===== src/rtl/div_unit.sv =====
// Iterative restoring radix-2 divider for RV32M DIV/DIVU/REM/REMU.
// Produces one quotient bit per clock. Divide-by-zero and signed overflow
// are resolved in a single cycle without entering the iteration.
module div_unit #(
  parameter int XLEN = 32
) (
  input  logic            clk_i,
  input  logic            rst_i,
  input  logic            start_i,
  input  logic [1:0]      op_i,
  input  logic [XLEN-1:0] opera_i,
  input  logic [XLEN-1:0] operb_i,
  input  logic            flush_i,
  output logic            busy_o,
  output logic            valid_o,
  output logic [XLEN-1:0] result_o
);

  typedef enum logic [1:0] {
    S_IDLE = 2'd0,
    S_CALC = 2'd1,
    S_DONE = 2'd2
  } state_e;

  localparam logic [XLEN-1:0] MIN_NEG = {1'b1, {(XLEN-1){1'b0}}};

  state_e          state_q, state_d;
  logic            rem_sel_q, rem_sel_d;    // op_i[1]: select remainder
  logic            neg_quo_q, neg_quo_d;
  logic            neg_rem_q, neg_rem_d;
  logic [XLEN:0]   rem_q, rem_d;            // partial remainder, 33 bits
  logic [XLEN-1:0] quo_q, quo_d;            // dividend in, quotient out
  logic [XLEN-1:0] div_q, div_d;
  logic [4:0]      cnt_q, cnt_d;
  logic [XLEN-1:0] result_q, result_d;

  // Operand conditioning: op_i[0] set means unsigned.
  logic            is_signed;
  logic            a_neg, b_neg;
  logic [XLEN-1:0] a_abs, b_abs;
  logic            div_by_zero, sgn_overflow;

  assign is_signed    = ~op_i[0];
  assign a_neg        = is_signed & opera_i[XLEN-1];
  assign b_neg        = is_signed & operb_i[XLEN-1];
  assign a_abs        = a_neg ? -opera_i : opera_i;
  assign b_abs        = b_neg ? -operb_i : operb_i;
  assign div_by_zero  = (operb_i == '0);
  assign sgn_overflow = is_signed & (opera_i == MIN_NEG) & (operb_i == '1);

  // One restoring step: shift {rem, quo} left and try subtracting the divisor.
  // The extra top bit of trial is the borrow; rem < divisor keeps it exact.
  logic [XLEN+1:0] trial;
  logic            trial_ok;
  logic [XLEN:0]   rem_step;
  logic [XLEN-1:0] quo_step;

  assign trial    = {1'b0, rem_q, quo_q[XLEN-1]} - {2'b00, div_q};
  assign trial_ok = ~trial[XLEN+1];
  assign rem_step = trial_ok ? trial[XLEN:0] : {rem_q[XLEN-1:0], quo_q[XLEN-1]};
  assign quo_step = {quo_q[XLEN-2:0], trial_ok};

  // Next-state and datapath update for the IDLE/CALC/DONE sequence.
  always_comb begin
    // NOTE: every _d gets its hold value first so no path through the case leaves one unassigned (no latches).
    state_d   = state_q;
    rem_sel_d = rem_sel_q;
    neg_quo_d = neg_quo_q;
    neg_rem_d = neg_rem_q;
    rem_d     = rem_q;
    quo_d     = quo_q;
    div_d     = div_q;
    cnt_d     = cnt_q;
    result_d  = result_q;

    unique case (state_q)
      S_IDLE: begin
        // A flush in IDLE drops any concurrent request.
        if (start_i && !flush_i) begin
          rem_sel_d = op_i[1];
          neg_quo_d = a_neg ^ b_neg;
          neg_rem_d = a_neg;
          rem_d     = '0;
          quo_d     = a_abs;
          div_d     = b_abs;
          if (div_by_zero) begin
            result_d = op_i[1] ? opera_i : '1;
            state_d  = S_DONE;
          end else if (sgn_overflow) begin
            result_d = op_i[1] ? '0 : MIN_NEG;
            state_d  = S_DONE;
          end else begin
            cnt_d   = 5'd31;
            state_d = S_CALC;
          end
        end
      end

      S_CALC: begin
        if (flush_i) begin
          state_d = S_IDLE;
        end else begin
          rem_d = rem_step;
          quo_d = quo_step;
          cnt_d = cnt_q - 5'd1;
          if (cnt_q == 5'd0) begin
            // Sign fix-up lands in result_o on the edge that enters DONE.
            if (rem_sel_q) result_d = neg_rem_q ? -rem_step[XLEN-1:0] : rem_step[XLEN-1:0];
            else           result_d = neg_quo_q ? -quo_step : quo_step;
            state_d = S_DONE;
          end
        end
      end

      S_DONE: state_d = S_IDLE;

      default: state_d = S_IDLE;
    endcase
  end

  // State register; asynchronous reset clears everything, including result_o.
  always_ff @(posedge clk_i or posedge rst_i) begin
    if (rst_i) begin
      state_q   <= S_IDLE;
      rem_sel_q <= 1'b0;
      neg_quo_q <= 1'b0;
      neg_rem_q <= 1'b0;
      rem_q     <= '0;
      quo_q     <= '0;
      div_q     <= '0;
      cnt_q     <= '0;
      result_q  <= '0;
    end else begin
      // NOTE: non-blocking so every register samples pre-edge values.
      state_q   <= state_d;
      rem_sel_q <= rem_sel_d;
      neg_quo_q <= neg_quo_d;
      neg_rem_q <= neg_rem_d;
      rem_q     <= rem_d;
      quo_q     <= quo_d;
      div_q     <= div_d;
      cnt_q     <= cnt_d;
      result_q  <= result_d;
    end
  end

  assign busy_o   = (state_q != S_IDLE);
  assign valid_o  = (state_q == S_DONE);
  assign result_o = result_q;

endmodule


===== config.mk =====
export PLATFORM = sky130hd
export DESIGN_NAME = div_unit
export DESIGN_NICKNAME = d
export VERILOG_FILES = /design/src/rtl/div_unit.sv
export SDC_FILE = /design/constraint.sdc
export NUM_CORES = 1
export LEC_CHECK = 0
export ABC_AREA = 1
export BUFFER_PORTS_ARGS = -buffer_cell sky130_fd_sc_hd__buf_4
export CAP_MARGIN = 20
export CORE_MARGIN = 2
export CORE_UTILIZATION = 42
export CTS_CLUSTER_DIAMETER = 80
export DETAILED_ROUTE_END_ITERATION = 7
export PLACE_DENSITY = 0.6
export SLEW_MARGIN = 20
export SYNTH_ARGS = -nofsm -noshare
export SYNTH_HDL_FRONTEND = slang
export SYNTH_SLANG_ARGS = --single-unit

===== constraint.sdc =====
create_clock -name clk_i -period 4 [get_ports clk_i]
set_clock_uncertainty 0.15 [all_clocks]
set_input_delay 0.4 -clock clk_i [delete_from_list [all_inputs] [get_ports clk_i]]
set_output_delay 0.4 -clock clk_i [all_outputs]
set_load 0.01 [all_outputs]

* Word-level counts from Yosys, hierarchy flattened
Cells that the tools add are included.
** Storage, ports and cells
- Flip-flop bits (word level) :: 139
- Input port bits :: 70
- Output and inout port bits :: 34
- Logic and storage cells :: 76
** Cells by class
- $add $sub $neg :: 6
- Eq/ne operators :: 11
- Muxes and demuxes :: 31
- Bitwise gates (word level) :: 7
- Reduce and logical (&&, ||, !) cells :: 12
** Operator list (count)
- 32-bit 2-to-1 mux :: 14
- 32-bit negator :: 4
- 32-bit case mux with 2 select lines :: 2
- 33-bit 2-to-1 mux :: 3
- 33-bit case mux with 2 select lines :: 1
- 32-bit equality test (second input constant) :: 2
- 34-bit by 32-bit subtractor with 34-bit output :: 1
- 32-bit zero test :: 1
- 5-bit 2-to-1 mux :: 4
- 2-bit 2-to-1 mux :: 5
- 2-bit != test (second input constant) :: 5
- 5-bit case mux with 2 select lines :: 1
- 5-bit AND reduction :: 2
- 3-bit != test (second input constant) :: 2
- 5-bit zero test :: 1
- 5-bit by 1-bit subtractor with 5-bit output (second input constant) :: 1
- 1-bit AND :: 4
- 2-bit case mux with 2 select lines :: 1
- 2-bit AND reduction :: 2
- 2-bit nonzero test :: 2
- 3-bit AND reduction :: 1
- 2-bit by 1-bit equality test with 1-bit output (second input constant) :: 1
- 2-bit equality test (second input constant) :: 1
- 2-bit zero test :: 1
- other kinds (4) :: 5

* Longest topological paths before layout
- Depth in word-level cells :: 8
- Depth in mapped cells :: 31
- Depth with buffers taken out :: 30

* Least setup slack after synthesis
OpenSTA, ideal clock, no wires.
- Path kind :: register to register
- Start point :: register rem_q[7]
- End point :: register result_q[28] (netlist: result_o[28])
- Library setup time :: 0.117 ns
- Arrival time :: 3.630 ns
- Data required time :: 3.733 ns
- Path slack :: 0.103 ns
- Cell stages (with the launch flop) :: 29
- Path buffers :: 1
- Clock period less this slack :: 3.897 ns
- Cell sequence :: dfrtp_1 -> ha_1 -> nand2_2 -> nor2_4 -> nand3_2 -> nand3_2 -> nand2_1 -> nand2_2 -> nand2_4 -> nand2_2 -> nand2_2 -> nand2_4 -> buf_6 -> ha_1 -> nand2_1 -> nor3_2 -> nand2_1 -> nor3_1 -> nand3_1 -> nor3_1 -> nand3_1 -> o21ai_1 -> nand2_1 -> o21ai_0 -> a21oi_1 -> nor2_1 -> o21ai_1 -> nand2_1 -> nand2_1
** On the way
- Cells in the longest elaborated chain, start to end :: 8
- Elaborated cells on any way between the ends :: 11
- Classes of those cells :: add/sub: 3; mux: 7; bitwise: 1
** Ends and longest elaborated chain
- start: declaration :: line 31 : logic [XLEN:0] rem_q, rem_d;
- start signal: assignment :: line 139 : rem_q <= rem_d;
- 34-bit by 32-bit subtractor with 34-bit output :: line 58 : assign trial = {1'b0, rem_q, quo_q[XLEN-1]} - {2'b00, div_q};
- 33-bit 2-to-1 mux or 1-bit inverter (tied branches) :: line 60, 59
- 32-bit negator, on equally long branches :: line 108, 109
- 32-bit 2-to-1 mux, on equally long branches :: line 108, 109
- 32-bit 2-to-1 mux (*) :: line 108 : if (rem_sel_q) result_d = neg_rem_q ? -rem_step[XLEN-1:0] : rem_step[XLEN-1:0];
- 32-bit 2-to-1 mux (*) :: line 106 : if (cnt_q == 5'd0) begin
- 32-bit 2-to-1 mux (*) :: line 100 : if (flush_i) begin
- 32-bit case mux with 2 select lines (*) :: line 76 : unique case (state_q)
- end signal: assignment :: line 143 : result_q <= result_d;
- end: declaration :: line 35 : logic [XLEN-1:0] result_q, result_d;
Mark *: on every way between the ends. The rest lies on a longest branch, timed or not. The select of a mux whose other input is x is not followed.
A chain may end at the register's enable or synchronous reset.

* Final worst setup path
- Start point :: register rem_q[28]
- End point :: register result_q[22] (netlist: result_o[22])
** On the way
- Cells in the longest elaborated chain, start to end :: 8
- Elaborated cells on any way between the ends :: 11
- Classes of those cells :: add/sub: 3; mux: 7; bitwise: 1
** Ends and longest elaborated chain (line)
- 34-bit by 32-bit subtractor with 34-bit output (*) :: 58
- 33-bit 2-to-1 mux or 1-bit inverter (tied branches) :: 60, 59
- 32-bit negator, on equally long branches :: 108, 109
- 32-bit 2-to-1 mux, on equally long branches :: 108, 109
- 32-bit 2-to-1 mux (*) :: 108
- 32-bit 2-to-1 mux (*) :: 106
- 32-bit 2-to-1 mux (*) :: 100
- 32-bit case mux with 2 select lines (*) :: 76
Marked as above.

==> results.txt <==
The flow ran to the end, but the final reports show violations. The checks that failed: hold timing. In the layout the commonest cells are 578 x sky130_fd_sc_hd__nand2_1, 233 x sky130_fd_sc_hd__inv_1, 210 x sky130_fd_sc_hd__buf_4. Entering global routing, the biggest net connects 85 pins. After the first detailed-routing iteration, the DRC count stood at 1367.

The overall overflow remaining after global route came out at 0. The cell count after placement came out at 2514. The net total in the final layout came out at 2276. The highest achievable clock rate is 260.8 MHz.

The via count normalized by instance count is 5.460. The endpoint class of the critical path is a register. The detailed-router iteration count before antenna repair came out at 5. The number of levels in the clock H-tree is 4. The cell area after synthesis came out at 12470 µm².

The worst setup path is launched from a register. The static leakage came out at 7.602 nW. The tightest min-delay check is of the primary input to asynchronous set/reset pin type. The largest fanout on the critical path is 17. The number of placement rows came out at 63.

For this design, the slowest cell found on the critical path is sky130_fd_sc_hd__dfrtp_1. The number of antenna violations at the first check in global routing came to 4. The switching share of total power is 54.11%.

The die outline width is 176.3 µm. The power density of the placed cells is 953.3 nW/µm². At the later pin of the worst-skew pair, clock insertion delay measures 0.44 ns. The family of cells with the greatest summed delay on the critical path is simple AND/OR/NAND/NOR gates. The count of input and output buffers came out at 103. The cell sitting at the root of the clock tree is a sky130_fd_sc_hd__clkbuf_16. The worst slack on hold paths is -0.01535 ns. The post-route antenna net violation count came out at 0.

The cell area after layout is 15370 µm². The number of global-route vias before repair is 12843. In the routed design, unresolved DRC markers number 0. The cell that appears most often on the critical path is sky130_fd_sc_hd__nand2_1. In this run, post-CTS hold repair placed 0 buffers. Cell internal power was estimated by the tool at 6.722 mW.

The fraction of power consumed by combinational cells is 71.0%. The signed area change from the synthesized netlist to the final layout came out at 23.25%. The HPWL after detailed placement is 35000 µm. The number of I/O pins came out at 104. The final clock period utilization by the worst path came out at 95.84%. Summing all placed instances gives a cell area of 14120 µm². The prevailing post-synth register cell is sky130_fd_sc_hd__dfrtp_1.

The worst relative slew slack came out at 24.68%. The commonest non-fill, non-tap cell in the layout is sky130_fd_sc_hd__nand2_1. The number of buffers between clock root and the deepest sink came out at 2.

Data on the critical path is required at its endpoint by 4.22 ns. The combined global-route utilization of all metal layers is 29.50%. The routability-driven placement congestion ratio came out at 0.9499. The share of total power dissipated in sequential elements is 16.9%. The first global-routing pass estimated 71040 µm of wire.

The proportion of power drawn by the clock network is 12.1%. The number of warnings printed during yosys synthesis came out at 0. The reported max-cap violation count is 0.

The area of the placeable core is 29400 µm². Subtracting the final worst setup slack from the clock period gives 3.834 ns. The final hold violation count is 8. The share of layout cells above drive strength 1 came out at 18.46%. Clock tree synthesis inserted a total of 17 buffers. The clock slew seen by the registers of the worst setup and hold paths came out at 0.07 ns. The per-instance average area after synthesis is 6.209 µm².

Leaving out filler cells and counting taps, the final layout contains 2569. The signal on the critical path passes through ha_1 -> nand2_2 -> nor3_4 -> nand2_2 -> nor2_2 -> nand2_4 -> nand2_2 -> nand2_2 -> nand2_4 -> buf_4 -> nand2_1 -> nand2_4 -> ha_1 -> nand3_1 -> nor2_1 -> nand3_1 -> nand2_2 -> nand2_1 -> nand2_1 -> nand2_1 -> o21ai_1 -> nand2_1 -> nand2_1. The starting density of the core is 42.40%. The routed wire length per instance is 17.93 µm. The height of the die is 176.3 µm. The arrival time of data at the critical path endpoint came out at 4.06 ns.

Counting distinct cell types in the post-synthesis netlist gives 53. TritonCTS built the clock tree. The post-synthesis sequential element count is 139. The critical path in this run is classified as register to register. The post-layout utilization of the core is 52.26%. The stage delay of the slowest cell on the critical path is 0.40 ns. Setup violations remaining at the end of the flow were counted as 0. The area enclosed by the die boundary is 31080 µm². The number of flops mapped to enable cells by yosys is 0. The combined buffer and inverter count along the critical path is 1. The final routed wirelength across all metal layers came out at 46060 µm. The worst vdd rail ir drop is 0.7326 mV. The number of instances in the synthesized netlist is 2008.

The via count of the routed design is 14028. The async set-reset flop share out of synthesis came out at 100.0%. The sequential cell area fraction in the yosys report is 27.90%.

For the pin with the worst max-slew slack, the measured transition is 1.129 ns. The clock drives 139 sinks. The net count of the mapped netlist is 2118. The analysis attributes to net switching a power of 7.927 mW. The max-slew violation count came out at 0.
## layer usage
| layer | track usage (%) | vias to the layer above | share of wire [%] |
|---|---|---|---|
| met5 | 0 | - | 0 |
| met4 | 8.919 | 0 | 2.7 |
| met3 | 4.823 | 72 | 6.8 |
| met2 | 46.06 | 508 | 45 |
| met1 | 41.85 | 6594 | 45 |
| li1 | - | 6854 | - |
## sequential cells by signal, indices dropped and copies added (netlist names)
register and count:
rem_q 33, div_q 32, quo_q 32, result_o 32
cnt_q 5, state_q 2, neg_quo_q 1, neg_rem_q 1
rem_sel_q 1
## worst paths after layout
path	start	endpoint	slack, ns	cells past startpoint
setup / recovery	rem_q[28]	result_o[22]	0.17	23
hold / removal	rst_i	quo_q[24]	-0.02	2
setup reg to reg	rem_q[28]	result_o[22]	0.17	23
hold reg to reg	result_o[19]	result_o[19]	0.33	2
max in group asynchronous	rst_i	rem_q[18]	2.76	3
min in group clk_i	operb_i[9]	div_q[9]	0.14	3
## what timing repair did
item                                    in CTS  in global routing
setup buffers                                0                 23
resized for setup                            2                 78
hold endpoints to repair                     0                  0
endpoints found under the setup margin       3                 18
pin swaps                                    0                 32
## power groups by stage
stage	clock (mW)	sequential (mW)	combinational (mW)
global route	1.86	2.54	11.5
detailed placement	0	2.45	9.57
finish	1.78	2.48	10.4
floorplan	0	2.40	6.41
global placement	0	2.43	9.51
CTS	1.80	2.43	9.63
## stage by stage
| step | power, mW | TNS (ns) | setup slack, ns |
|---|---|---|---|
| 5_1_grt | 15.88 | -0.1838 | -0.06942 |
| 6_report | 14.65 | 0 | 0.1663 |
| 3_3_place_gp | 11.94 | 0 | 0.02388 |
| 4_1_cts | 13.86 | 0 | 0.06268 |
| 3_5_place_dp | 12.01 | -0.1253 | -0.06459 |
| 2_1_floorplan | 8.809 | 0 | 0.1032 |
## Yosys cell counts, types with 6 or more instances
master                       n  area, µm²
sky130_fd_sc_hd__xor2_1     34      297.8
sky130_fd_sc_hd__o21ai_0   184      920.9
sky130_fd_sc_hd__a31oi_1     8      50.05
sky130_fd_sc_hd__dfrtp_1   139       3478
sky130_fd_sc_hd__inv_1     242      908.4
sky130_fd_sc_hd__nor4_1      8      50.05
sky130_fd_sc_hd__buf_2       7      35.03
sky130_fd_sc_hd__a21oi_1   107      535.5
sky130_fd_sc_hd__nor2_1    192      720.7
sky130_fd_sc_hd__buf_1       6      22.52
sky130_fd_sc_hd__ha_1       39      488.0
sky130_fd_sc_hd__nand2_1   601       2256
sky130_fd_sc_hd__o221ai_1   22      192.7
sky130_fd_sc_hd__or2_2       7      43.79
sky130_fd_sc_hd__o21ai_1    19      95.09
sky130_fd_sc_hd__nor2_2     15      93.84
sky130_fd_sc_hd__nand2_2    24      150.1
sky130_fd_sc_hd__nand3b_1    8      60.06
sky130_fd_sc_hd__nor3_1     27      135.1
sky130_fd_sc_hd__o21bai_1    8      60.06
sky130_fd_sc_hd__clkbuf_1   55      206.5
sky130_fd_sc_hd__nand2_4     6      67.56
sky130_fd_sc_hd__o211ai_1   12      90.09
sky130_fd_sc_hd__nand3_2     6      60.06
sky130_fd_sc_hd__xnor2_1    17      148.9
sky130_fd_sc_hd__nand3_1   130      650.6
sky130_fd_sc_hd__nand4_1    30      187.7
## final cells by class
class / instances / area [µm²]
Antenna cell: 1 / 2.502
Clock buffer: 20 / 466.7
Clock inverter: 11 / 166.4
Fill cell: 3000 / 14040
Inverter: 248 / 934.6
Multi-Input combinational cell: 1547 / 8189
Sequential cell: 139 / 3482
Tap cell: 390 / 488.0
Timing Repair Buffer: 213 / 1637
## cell families after synthesis
family                     synth area share (%)
buffers and inverters                     10.02
DFF                                       27.90
AOI/OAI and AO/OA                         17.38
adders and majority gates                 4.075
xor gates and xnor gates                  3.583
and+or+nand+nor                           37.04
(Power assumes the default switching activity.)
